--- config.mk ---
export PLATFORM = sky130hd
export DESIGN_NAME = iteration_frame_tx
export DESIGN_NICKNAME = d
export VERILOG_FILES = /design/src/rtl/iteration_frame_tx.sv
export SDC_FILE = /design/constraint.sdc
export NUM_CORES = 1
export LEC_CHECK = 0
export BUFFER_PORTS_ARGS = -buffer_cell sky130_fd_sc_hd__clkbuf_2
export CAP_MARGIN = 20
export CORE_MARGIN = 2
export CORE_UTILIZATION = 50
export CTS_BUF_LIST = sky130_fd_sc_hd__clkbuf_16
export DETAILED_ROUTE_END_ITERATION = 8
export PLACE_DENSITY = 0.72
export RECOVER_POWER = 100
export SLEW_MARGIN = 40
export SYNTH_ARGS = -nofsm -noshare
export SYNTH_HDL_FRONTEND = slang
export SYNTH_SLANG_ARGS = --single-unit
--- constraint.sdc ---
create_clock -name clk_72MHz -period 3.5 [get_ports clk_72MHz]
set_input_delay 0.525 -clock clk_72MHz [delete_from_list [all_inputs] [get_ports clk_72MHz]]
set_output_delay 0.525 -clock clk_72MHz [all_outputs]
set_load 0.02 [all_outputs]
--- src/rtl/iteration_frame_tx.sv ---
// iteration_frame_tx: buffers 102-bit sensor iteration records and streams each one as a 15-byte framed, checksummed packet.
module iteration_frame_tx #(
   parameter int DEPTH = 4,
   parameter logic [7:0] SYNC_BYTE = 8'hA5
) (
   input  logic                     clk_72MHz,
   input  logic                     reset,
   input  logic                     data_avl,
   input  logic [101:0]             sensor_iterations,
   output logic [7:0]               tx_data,
   output logic                     tx_valid,
   input  logic                     tx_ready,
   output logic [$clog2(DEPTH):0]   fifo_level,
   output logic                     overflow,
   output logic [7:0]               drop_count,
   output logic                     busy
);
   localparam int AW = $clog2(DEPTH);
   localparam logic [AW:0] FULL = DEPTH[AW:0];
   typedef enum logic [1:0] {IDLE, SYNC, DATA, CHK} state_t;
   state_t state, state_n;
   logic [101:0] mem [DEPTH];
   logic [AW-1:0] wr_ptr, rd_ptr;
   logic [103:0] sh, sh_n;
   logic [7:0] acc, acc_n, data_n;
   logic [3:0] idx, idx_n;
   logic valid_n, hs, pop, push;
   assign hs = tx_valid && tx_ready;
   assign pop = (state == IDLE) && (fifo_level != '0);
   assign push = data_avl && ((fifo_level < FULL) || pop);
   assign busy = state != IDLE;
   always_comb begin
      state_n = state;
      sh_n = sh;
      acc_n = acc;
      idx_n = idx;
      data_n = tx_data;
      valid_n = tx_valid;
      case (state)
         IDLE: if (pop) begin
            sh_n = {2'b00, mem[rd_ptr]};
            acc_n = 8'h00;
            idx_n = 4'd0;
            data_n = SYNC_BYTE;
            valid_n = 1'b1;
            state_n = SYNC;
         end
         SYNC: if (hs) begin
            data_n = sh[103:96];
            state_n = DATA;
         end
         DATA: if (hs) begin
            acc_n = acc ^ sh[103:96];
            sh_n = {sh[95:0], 8'h00};
            idx_n = idx + 4'd1;
            data_n = (idx == 4'd12) ? acc_n : sh[95:88];
            state_n = (idx == 4'd12) ? CHK : DATA;
         end
         CHK: if (hs) begin
            valid_n = 1'b0;
            state_n = IDLE;
         end
         default: state_n = IDLE;
      endcase
   end
   always_ff @(posedge clk_72MHz) begin
      if (reset) begin
         state <= IDLE;
         sh <= '0;
         acc <= 8'h00;
         idx <= 4'd0;
         tx_data <= 8'h00;
         tx_valid <= 1'b0;
      end else begin
         state <= state_n;
         sh <= sh_n;
         acc <= acc_n;
         idx <= idx_n;
         tx_data <= data_n;
         tx_valid <= valid_n;
      end
   end
   always_ff @(posedge clk_72MHz) begin
      if (push) mem[wr_ptr] <= sensor_iterations;
   end
   always_ff @(posedge clk_72MHz) begin
      if (reset) begin
         wr_ptr <= '0;
         rd_ptr <= '0;
         fifo_level <= '0;
         overflow <= 1'b0;
         drop_count <= 8'h00;
      end else begin
         if (push) wr_ptr <= wr_ptr + 1'b1;
         if (pop) rd_ptr <= rd_ptr + 1'b1;
         fifo_level <= fifo_level + {{AW{1'b0}}, push} - {{AW{1'b0}}, pop};
         if (data_avl && !push) begin
            overflow <= 1'b1;
            if (drop_count != 8'hFF) drop_count <= drop_count + 8'd1;
         end
      end
   end
endmodule

Word-level counts from Yosys, hierarchy flattened
Memories as Yosys holds them, arrays and structs flattened. A register that Yosys moved wholly into a read port is not among the register bits.
Index checks and enable logic that the tools add are counted.
Widths: inputs -> output; s select.
{"block": "classes", "addsub": 6, "magnitude_cmp": 1, "n_eq_ne": 9, "bitwise": 1, "reduce_logical": 17, "muxes": 27}
{"operator": "$mux 104", "n": 2}
{"operator": "$pmux 104 s2", "n": 1}
{"operator": "$mux 8", "n": 6}
{"operator": "$pmux 8 s3", "n": 1}
{"operator": "$pmux 8 s2", "n": 1}
{"operator": "$mux 2", "n": 6}
{"operator": "$add 8x1->8 const B", "n": 1}
{"operator": "$mux 4", "n": 2}
{"operator": "$ne 2x2->1 const B", "n": 4}
{"operator": "$ne 8x8->1 const B", "n": 1}
{"operator": "$pmux 2 s4", "n": 1}
{"operator": "$pmux 4 s2", "n": 1}
{"operator": "$reduce_and 4->1", "n": 2}
{"operator": "$xor 8x8->8", "n": 1}
{"operator": "$reduce_and 3->1", "n": 2}
{"operator": "$reduce_bool 2->1", "n": 3}
{"operator": "$reduce_bool 3->1", "n": 2}
{"operator": "$mux 1", "n": 5}
{"operator": "$add 2x1->2 const B", "n": 2}
{"operator": "$add 4x1->4 const B", "n": 1}
{"operator": "$eq 2x2->1 const B", "n": 2}
{"operator": "$eq 4x4->1 const B", "n": 1}
{"operator": "$logic_and 1x1->1", "n": 4}
{"operator": "$add 3x1->3", "n": 1}
{"operator": "other kinds (8)", "n": 8}
{"block": "word_totals", "input_bits": 106, "register_bits": 143, "word_cells": 73, "mem_count": 1, "ramBits": 408}
{"memory": "mem", "words": 4, "width": 102, "rd": 1, "rd_ports_with_merged_regs": 1, "write_ports": 1, "line_no": "22", "text": "logic [101:0] mem [DEPTH];"}

Depth between registers and ports, before layout
Gate-level depths: netlist (run 1).
{"block": "depth", "word_depth": 7, "mapped_depth": 13}

Worst setup path before layout (run 1)
OpenSTA, ideal clock, no wires.
{"block": "synth_timing", "path_kind": "register to register", "from": "register state[0]", "to": "memory mem[0][0] (enable)", "setup_slack_ns": -0.184, "setup_ns": 0.473, "t_arrival_ns": 3.211, "period_less_slack_ns": 3.684, "stages_incl_launch_ff": 5, "path_cell_list": "dfxtp_1 inv_1 ha_1 or2b_1 and3_1"}
{"block": "synth_between", "elab_chain_cells": 6}
{"item": "start, declared", "line_no": "21", "text": "state_t state, state_n;"}
{"item": "start signal, assigned", "line_no": "75", "text": "state <= state_n;"}
{"item": "$logic_not 2->1", "line_no": "29", "text": "assign pop = (state == IDLE) && (fifo_level != '0);"}
{"item": "$logic_and 1x1->1", "line_no": "29"}
{"item": "$logic_or 1x1->1", "line_no": "30", "text": "assign push = data_avl && ((fifo_level < FULL) || pop);"}
{"item": "$logic_and 1x1->1", "line_no": "30"}
{"item": "$mux 1", "line_no": "84", "text": "if (push) mem[wr_ptr] <= sensor_iterations;"}
{"item": "$mux 1 (not written as such)", "line_no": "84"}
{"item": "end, declared", "line_no": "22"}
No other way between the ends.

Final worst setup path (run 1)
{"block": "layout_timing", "from": "register state[0]", "to": "memory mem[2][18] (enable)"}
Same word-level chain as after synthesis.

==> impl_metrics.csv, run 1 <==
group,metric,value,unit
sta,tightest_slew,1.85,ns
floorplan,io_pins,128,
hold_path,hold_class,"in -> reg",
logic_synthesis,ys_warn_count,0,
placed_design,place_area,0.0224,mm^2
final_layout,layout_common_cells,"408 x edfxtp_1, 143 x dfxtp_1, 125 x clkbuf_1, 109 x a21oi_1, 106 x o21ai_0",
run_status,violations,"capacitance limit, slew limit",
final_layout,final_common_cell,"edfxtp_1",
worst_setup_path,cpPeakStageDelay,1.13,ns
hold_path,hold_end,"mem[0][4]",
placed_design,place_congestion,0.769,
job,cap_viol_max_count,4,
worst_setup_path,ff2ff_path_depth,5,
logic_synthesis,synth_ff_type,"edfxtp_1",
route,dr.first_iter.drc_count,1012,
route,drc,0,
power,p_comb_share,24.5,%
placed_design,port_buffers,127,
worst_setup_path,arrival,3.23,ns
floorplan,start_util,50.6,%
worst_setup_path,crit_type,"reg -> reg",
logic_synthesis,synth_cell_types,51,
clocking,postCtsSetupRepairBufs,0,
route,post_drt_wl_per_cell,21.4,um
power,ir_worst_vdd,677,uV
logic_synthesis,async_reset_ff_share,0,%
route,viasPerCell,5.72,
logic_synthesis,synthAdderAreaFrac,0.860,%
global_route,grt_pass1_vias,11500,
sta,clock-skew-final,0.0177,ns
floorplan,dieArea,0.0441,mm^2
route,dr.pass1.iters,5,
sta,fin_ws,0.445,ns
global_route,antenna_found_initial,8,
logic_synthesis,syn_area,0.0212,mm^2
worst_setup_path,end_kind,"flop",
worst_setup_path,cp.depth,5,
worst_setup_path,r2r-start,"state[0]",
clocking,cts_buffer_depth,3,
floorplan,die_width,210,um
worst_setup_path,cp_max_fo,102,
run_status,outcome,"finished with violations",
power,intPower,0.0129,W
sta,hold_viol,0,
floorplan,core_area,0.0419,mm^2
sta,min_period,3.05,ns
hold_path,hold-path-cell-count,1,
global_route,grt-ovfl-total,0,
final_layout,area_growth,12.4,%
power,cellPowerDensity,778,mW/mm^2
floorplan,die_y,210,um
final_layout,seqCellArea,0.0152,mm^2
logic_synthesis,synthMuxAreaShare,15.4,%
worst_setup_path,r2r_slack,0.45,ns
logic_synthesis,synth_simple_gate_area_share,2.99,%
final_layout,final_cells,1959,
clocking,cts_tree,"built",
route,drt.antenna.violating_nets,0,
worst_setup_path,crit_family,"buffers and inverters",
logic_synthesis,syn-num-nets,1364,
clocking,cts_hold_buf,0,
power,p_seq_share,46.6,%
clocking,cts_made_buffers,55,
power,fin_total_pwr,0.0186,W
placed_design,pre_cts_slack,0.770,ns
logic_synthesis,synth_edf_count,408,
route,vias,11200,
final_layout,multi_input_area,0.00560,mm^2
hold_path,hp-start,"sensor_iterations[4]",
route,routed_wl,41900,um
sta,rsz0062_at_grt,"false",
clocking,cts_num_sinks,553,
placed_design,dp_hpwl,22900,um
final_layout,num-fill-cells,3255,
power,swShare,30.3,%
sta,slew_headroom,-23.1,%
sta,finalCritPeriodShare,87.3,%
sta,fmax,327,MHz
global_route,grt_max_degree,196,
global_route,grt.total_usage,19.4,%
clocking,clockRootBuffer,"clkbuf_16",
final_layout,final_nets,1490,
worst_setup_path,critical_path_required,3.67,ns
worst_setup_path,path_buf_inv,2,
floorplan,rows,75,
clocking,clk_latency,0.59,ns
global_route,grt_pass1_wl,65500,um
clocking,h-tree-depth,2,
power,p_clk_share,28.9,%
power,power_leakage,7.66,nW
power,power_switching,0.00562,W
final_layout,fin_area,0.0239,mm^2
placed_design,dp_cells,1851,
clocking,cts-resized-gates,0,
worst_setup_path,worstPathCellList,"inv_1 > ha_1 > or2b_1 > and3_2 > clkbuf_4",
logic_synthesis,ys_ff_latch,553,
sta,tns,0,ns
logic_synthesis,synth.yosys.seq_area_share,71.4,%
worst_setup_path,slowest_stage,"clkbuf_4",
logic_synthesis,synth_compound_area_share,6.84,%
final_layout,drive_above_1_share,14.8,%
sta,drv_slew,412,
logic_synthesis,avgSynthCellArea,17.1,um^2
clocking,clk_pin_slew,0.07,ns
logic_synthesis,syn-instance-count,1244,
logic_synthesis,synth_xor_area_share,0.454,%
sta,setup_viol,0,
worst_setup_path,reg2reg_to,"mem[2][18]",
worst_setup_path,critPathLaunchType,"flop",
logic_synthesis,synth_top_family_by_area,"multiplexers",
[cells in the mapped netlist, types with 2 or more instances]
cell / count / area, um^2
nor2_1: 32 / 120
buf_1: 3 / 11.3
a32o_1: 4 / 40.0
a22o_1: 4 / 35.0
o21ai_1: 7 / 35.0
nor2b_1: 10 / 62.6
ha_1: 13 / 163
buf_6: 2 / 22.5
xnor2_1: 6 / 52.6
buf_4: 10 / 75.1
a32oi_1: 4 / 35.0
nand2b_1: 6 / 37.5
nor3_1: 3 / 15.0
a211oi_1: 2 / 15.0
mux2i_1: 97 / 971
nand2_1: 22 / 82.6
nand3_1: 12 / 60.1
and3_1: 10 / 62.6
a22oi_1: 8 / 60.1
nand4_1: 7 / 43.8
o211ai_1: 6 / 45.0
nor4b_4: 2 / 47.6
a21oi_1: 108 / 541
inv_1: 15 / 56.3
xor2_1: 5 / 43.8
buf_2: 39 / 195
or3_1: 3 / 18.8
edfxtp_1: 408 / 12300
a311oi_1: 2 / 17.5
a31oi_1: 6 / 37.5
o21ai_0: 99 / 495
dfxtp_1: 145 / 2900
clkbuf_1: 22 / 82.6
nor4b_1: 2 / 17.5
mux4_2: 102 / 2300
o22ai_1: 3 / 18.8
[worst reg2reg max path, cell delays in order, from the launching register on]
cell and delay [ns]:
dfxtp_1 0.34, inv_1 0.13, ha_1 0.33, or2b_1 0.22
and3_2 0.19, clkbuf_4 1.13
[metal layers]
layer / up-vias / part of all wire, % / global-route usage, %
met4: 4 / 1.9 / 6.41
met1: 5692 / 43 / 26.3
li1: 5188 / - / -
met3: 66 / 5.4 / 3.98
met5: - / 0.060 / 0
met2: 261 / 49 / 31.5
[worst max-delay path by stage]
| stage | to | start |
|---|---|---|
| finish | mem[2][18] | state[0] |
| global route | sh[56] | state[0] |
| floorplan | mem[0][0] | state[0] |
| detailed placement | fifo_level[2] | state[0] |
| CTS | fifo_level[2] | state[0] |
| global placement | fifo_level[2] | state[0] |
[power by group through the flow]
stage          logic (W)  clock network [W]  registers (W)
6_report         0.00454            0.00537        0.00864
5_1_grt          0.00503            0.00574        0.00875
4_1_cts          0.00474            0.00550        0.00863
3_5_place_dp     0.00470                  0        0.00876
3_3_place_gp     0.00461                  0        0.00872
2_1_floorplan    0.00372                  0        0.00853
[final cells by class]
| class | count | area share [%] |
|---|---|---|
| Antenna cell | 5 | 0.0525 |
| Clock buffer | 55 | 5.77 |
| Clock inverter | 47 | 1.14 |
| Inverter | 15 | 0.236 |
| Multi-Input combinational cell | 600 | 23.5 |
| Sequential cell | 553 | 63.6 |
| Tap cell | 539 | 2.83 |
| Timing Repair Buffer | 145 | 2.93 |
[cell families after synthesis]
group / Yosys count
flops: 553
mux: 199
fa+ha+maj: 14
xor+xnor: 11
compound gates: 260
simple gates: 116
buf+inv: 91
[metrics by stage]
step	hold slack, ns	util [%]
floorplan	0.437	-
CTS	0.115	57.4
detailed placement	0.460	53.5
finish	0.192	56.9
global placement	0.449	53.5
global route	0.187	56.9
[registers in the layout (all words and copies together), names as in the netlist, 3 cells and up, named ones only]
name	cells
sh	104
mem	408
drop_count	8
acc	8
fifo_level	3
idx	4
tx_data	8
Note: power is estimated with default switching activity, not from simulation.
==> run 2: changes to the inputs <==
RECOVER_POWER = not set   (was 100)
==> run 2 against run 1 <==
Net effect:
- the run now ends clean
- fmax up 10%
- die area unchanged
- cell area up 1.2%
- non-clock buffer count unchanged
- sequential share of layout area down 0.75 points
- clock skew down 0.0010 ns
- sequential power about the same
- sequential cell count unchanged
- critical path depth up 8
- global-route usage unchanged
- critical endpoint is now fifo_level[2]
- largest power group unchanged
==> impl_metrics.csv, run 2 (same netlist as run 1, synthesis figures left out) <==
group,metric,value,unit
sta,clock-skew-final,0.0166,ns
worst_setup_path,critPathLaunchType,"flop",
power,cellPowerDensity,774,mW/mm^2
final_layout,final_nets,1490,
global_route,grtUsageMet2,31.5,%
clocking,cts_hold_buf,0,
route,routed_wl,41700,um
final_layout,num-fill-cells,3171,
final_layout,largest_register_ffs,408,
route,drt.antenna.violating_nets,0,
clocking,cts_buffer_depth,3,
sta,hold_viol,0,
global_route,grt-ovfl-total,0,
final_layout,fin_area,0.0241,mm^2
power,ir_worst_vdd,557,uV
placed_design,dp_cells,1851,
route,post_drt_wl_per_cell,21.3,um
worst_setup_path,critical_path_required,3.97,ns
sta,min_period,2.78,ns
floorplan,io_pins,128,
clocking,postCtsSetupRepairBufs,0,
final_layout,layout_common_cells,"408 x edfxtp_1, 143 x dfxtp_1, 127 x clkbuf_2, 108 x a21oi_1, 102 x mux4_2",
final_layout,final_cells,1960,
global_route,grt.total_usage,19.4,%
hold_path,hold-path-cell-count,1,
clocking,clockRootBuffer,"clkbuf_16",
clocking,h-tree-depth,2,
floorplan,rows,75,
route,dr.pass1.iters,5,
global_route,antenna_found_initial,8,
final_layout,drive_above_1_share,24.2,%
sta,tns,0,ns
hold_path,hold_end,"mem[3][10]",
clocking,cts_num_sinks,553,
worst_setup_path,end_kind,"flop",
global_route,grt_pass1_wl,65500,um
final_layout,seqCellArea,0.0152,mm^2
final_layout,largest_register,"mem",
worst_setup_path,ff2ff_path_depth,13,
route,viasPerCell,5.69,
final_layout,multi_input_area,0.00567,mm^2
placed_design,place_area,0.0224,mm^2
global_route,grt_busiest_layer,"met2",
global_route,use_met1,26.3,%
sta,drv_slew,0,
sta,tightest_slew,0.864,ns
sta,finalCritPeriodShare,79.4,%
worst_setup_path,arrival,3.25,ns
route,dr.first_iter.drc_count,935,
job,cap_viol_max_count,0,
clocking,clk_pin_slew,0.06,ns
floorplan,die_width,210,um
power,power_leakage,8.06,nW
floorplan,start_util,50.6,%
run_status,outcome,"complete, no violations",
sta,slew_headroom,42.4,%
sta,setup_viol,0,
worst_setup_path,r2r_slack,0.72,ns
worst_setup_path,cp_max_fo,8,
global_route,grt_pass1_vias,11500,
placed_design,port_buffers,127,
clocking,cts_made_buffers,55,
global_route,grt.met3_usage,3.98,%
placed_design,dp_hpwl,22900,um
hold_path,hp-start,"sensor_iterations[10]",
clocking,cts_tree,"built",
sta,rsz0062_at_grt,"false",
final_layout,final_common_cell,"edfxtp_1",
hold_path,hold_class,"in -> reg",
final_layout,area_growth,13.7,%
floorplan,core_area,0.0419,mm^2
worst_setup_path,crit_type,"reg -> reg",
worst_setup_path,reg2reg_to,"fifo_level[2]",
route,drc,0,
floorplan,dieArea,0.0441,mm^2
sta,fmax,360,MHz
final_layout,largestRegisters,"mem x408, sh x104",
placed_design,place_congestion,0.769,
clocking,cts-resized-gates,0,
global_route,grt_max_degree,196,
route,vias,11200,
clocking,clk_latency,0.59,ns
final_layout,final_util,57.5,%
worst_setup_path,r2r-start,"state[0]",
floorplan,die_y,210,um
[run 2: changes by cell type in the layout (fill, tap and decap cells not counted), sizes merged]
| cell | before | now |
|---|---|---|
| buf | 13 | 18 |
| clkbuf | 187 | 182 |
| diode | 5 | 6 |
[run 2: routing by layer]
metal,vias up,part of all wire (%)
met5,-,0.062
met4,4,2.0
met3,66,5.3
met2,245,49
met1,5639,44
li1,5199,-
[run 2: critical path, cell delays in order, from the launching register on]
cell	delay, ns
dfxtp_1	0.38
inv_1	0.11
ha_1	0.31
or2b_1	0.32
and2_1	0.22
inv_1	0.09
ha_1	0.23
inv_1	0.07
ha_1	0.13
inv_1	0.05
fa_1	0.39
xor2_1	0.17
xnor2_1	0.13
nor2_1	0.05
[run 2: metrics by stage]
| stage | total power [W] | setup WS, ns | hold slack, ns |
|---|---|---|---|
| 4_1_cts | 0.0189 | 0.714 | 0.115 |
| 5_1_grt | 0.0197 | 0.497 | 0.133 |
| 2_1_floorplan | 0.0122 | 0.967 | 0.437 |
| 3_3_place_gp | 0.0133 | 0.860 | 0.449 |
| 6_report | 0.0187 | 0.722 | 0.149 |
| 3_5_place_dp | 0.0135 | 0.770 | 0.460 |
[run 2: worst max path at each step]
stage / startpoint / end / slack, ns / depth (start not counted)
after CTS: state[0] / fifo_level[2] / 0.71 / 13
after floorplan: state[0] / mem[0][0] / 0.97 / 4
after global routing: state[0] / fifo_level[2] / 0.50 / 13
after detailed placement: state[0] / fifo_level[2] / 0.77 / 13
after global placement: state[0] / fifo_level[2] / 0.86 / 13
final: state[0] / fifo_level[2] / 0.72 / 13
[run 2: report_power, final]
part           internal [W]  total, W  switching [W]
clock               0.00300   0.00536        0.00237
combinational       0.00197   0.00469        0.00272
sequential          0.00807   0.00863       0.000556
[run 2: area by class of cell]
class / count / share of cell area, %
Sequential cell: 553 / 62.8
Multi-Input combinational cell: 600 / 23.5
Clock buffer: 55 / 5.70
Timing Repair Buffer: 145 / 3.79
Tap cell: 539 / 2.79
Clock inverter: 47 / 1.12
Inverter: 15 / 0.233
Antenna cell: 6 / 0.0622
==> run 3: changes to the inputs <==
PLACE_DENSITY = 0.7   (was 0.72)
clock period = 2.7 ns   (was 3.5 ns; I/O delays follow)
==> run 3 against run 2 <==
Net effect:
- global-route usage grew 0.40 points
- fmax grew 11%
- clock power grew 30%
- worst setup slack lost 0.53 ns
- critical path depth is the same
- non-clock buffer count grew 22
- wire length grew 2.6%
- register-to-register slack lost 0.53 ns
- hold slack lost 0.11 ns
- critical path type unchanged
- critical endpoint unchanged
- largest cell class unchanged
- largest power group unchanged
==> impl_metrics.csv, run 3 (same netlist as run 1, synthesis figures left out) <==
group,metric,value,unit
floorplan,die_width,210,um
run_status,outcome,"complete, no violations",
worst_setup_path,end_kind,"flop",
clocking,clk_latency,0.59,ns
job,cap_viol_max_count,0,
final_layout,largest_register_ffs,408,
global_route,grt-ovfl-total,0,
worst_setup_path,crit_type,"reg -> reg",
placed_design,dp_hpwl,26100,um
worst_setup_path,critical_path_required,3.17,ns
clocking,cts_buffer_depth,3,
clocking,postCtsSetupRepairBufs,0,
sta,drv_slew,0,
placed_design,place_congestion,0.755,
power,ir_worst_vdd,707,uV
floorplan,rows,75,
global_route,antenna_found_initial,4,
clocking,h-tree-depth,2,
final_layout,largestRegisters,"mem x408, sh x104",
route,post_drt_wl_per_cell,21.6,um
placed_design,port_buffers,127,
sta,finalCritPeriodShare,92.8,%
sta,rsz0062_at_grt,"false",
sta,fin_ws,0.194,ns
route,drc,0,
sta,tns,0,ns
final_layout,final_nets,1511,
worst_setup_path,cp_max_fo,8,
final_layout,final_common_cell,"edfxtp_1",
sta,tightest_slew,0.601,ns
worst_setup_path,arrival,2.97,ns
sta,holdWs,0.0366,ns
hold_path,hold_class,"in -> reg",
final_layout,drive_above_1_share,25.0,%
clocking,cts_made_buffers,54,
final_layout,area_growth,14.9,%
floorplan,start_util,50.6,%
route,routed_wl,42700,um
sta,slew_headroom,59.8,%
clocking,clockRootBuffer,"clkbuf_16",
power,power_leakage,8.20,nW
route,vias,11400,
final_layout,largest_register,"mem",
sta,fmax,399,MHz
route,dr.pass1.iters,7,
power,cellPowerDensity,1010,mW/mm^2
worst_setup_path,critPathLaunchType,"flop",
final_layout,layout_common_cells,"408 x edfxtp_1, 141 x dfxtp_1, 127 x clkbuf_2, 108 x a21oi_1, 102 x mux4_2",
route,drt.antenna.violating_nets,0,
global_route,grt_max_degree,128,
final_layout,num-fill-cells,3125,
floorplan,core_area,0.0419,mm^2
sta,hold_viol,0,
global_route,grt_pass1_vias,11600,
clocking,cts_tree,"built",
floorplan,io_pins,128,
sta,setup_viol,0,
global_route,grt_pass1_wl,66500,um
sta,min_period,2.51,ns
route,viasPerCell,5.76,
placed_design,pre_cts_slack,0.0464,ns
floorplan,die_y,210,um
clocking,cts_num_sinks,553,
route,dr.first_iter.drc_count,896,
clocking,clk_pin_slew,0.06,ns
sta,clock-skew-final,0.00982,ns
global_route,grt.total_usage,19.8,%
floorplan,dieArea,0.0441,mm^2
==> run 3: cell count changes in the layout (fill, tap and decap cells not counted), sizes merged <==
cell	delta
diode	-5
bufinv	+1
dlygate4sd3	+1
buf	+21
clkinvlp	-2
==> run 3: per-stage QoR <==
stage                     cell area [um^2]  total power, W  utilization (%)  cells
after floorplan                      21200          0.0159                -   1244
after global placement               22700          0.0175             54.0   1870
after detailed placement             22700          0.0178             54.1   1872
after CTS                            24400          0.0248             58.1   1974
after global routing                 24400          0.0259             58.2   1976
final                                24400          0.0247             58.2   1976
==> run 3: where the power goes <==
group / switching [W] / internal [W]
sequential: 0.000689 / 0.0105
combinational: 0.00371 / 0.00283
clock: 0.00302 / 0.00396
==> run 3: worst max-delay path, cell delays in order (launching register included) <==
cell     delay, ns
dfxtp_2       0.35
inv_1         0.11
ha_4          0.20
or2b_1        0.24
and2_1        0.19
inv_1         0.08
ha_1          0.22
inv_1         0.05
ha_1          0.13
inv_1         0.05
fa_1          0.39
xor2_1        0.16
xnor2_1       0.15
nor2_1        0.05
==> run 3: area by class of cell <==
type                    instances  area (um^2)  area share (%)
diodes                          1         2.50          0.0103
clock buffers                  55         1380            5.64
clock inverters                46          274            1.12
inverters                      15         56.3           0.231
multi-input cells             600         5680            23.3
flip-flops and latches        553        15200            62.1
well taps                     539          674            2.76
repair buffers                167         1170            4.81
==> run 3: path summary, 6_finish.rpt <==
kind / from / to / slack [ns] / cells after the start
max: state[0] / fifo_level[2] / 0.19 / 13
min: sensor_iterations[71] / mem[0][71] / 0.04 / 1
max reg2reg: state[0] / fifo_level[2] / 0.19 / 13
min reg2reg: overflow / overflow / 0.47 / 2
==> run 3: what timing repair did <==
action,4_1_cts,5_1_grt
hold endpoints to repair,3,0
hold buffers,1,0
resized for setup,0,4
endpoints found under the setup margin,0,1
==> run 3: routing by layer <==
layer | up-vias | wire (um) | global-route usage [%]
met2 | 271 | 20900 | 32.2
met3 | 66 | 2290 | 3.77
met1 | 5795 | 18700 | 27.4
met4 | 6 | 818 | 5.70
met5 | - | 39 | 0
li1 | 5246 | - | -
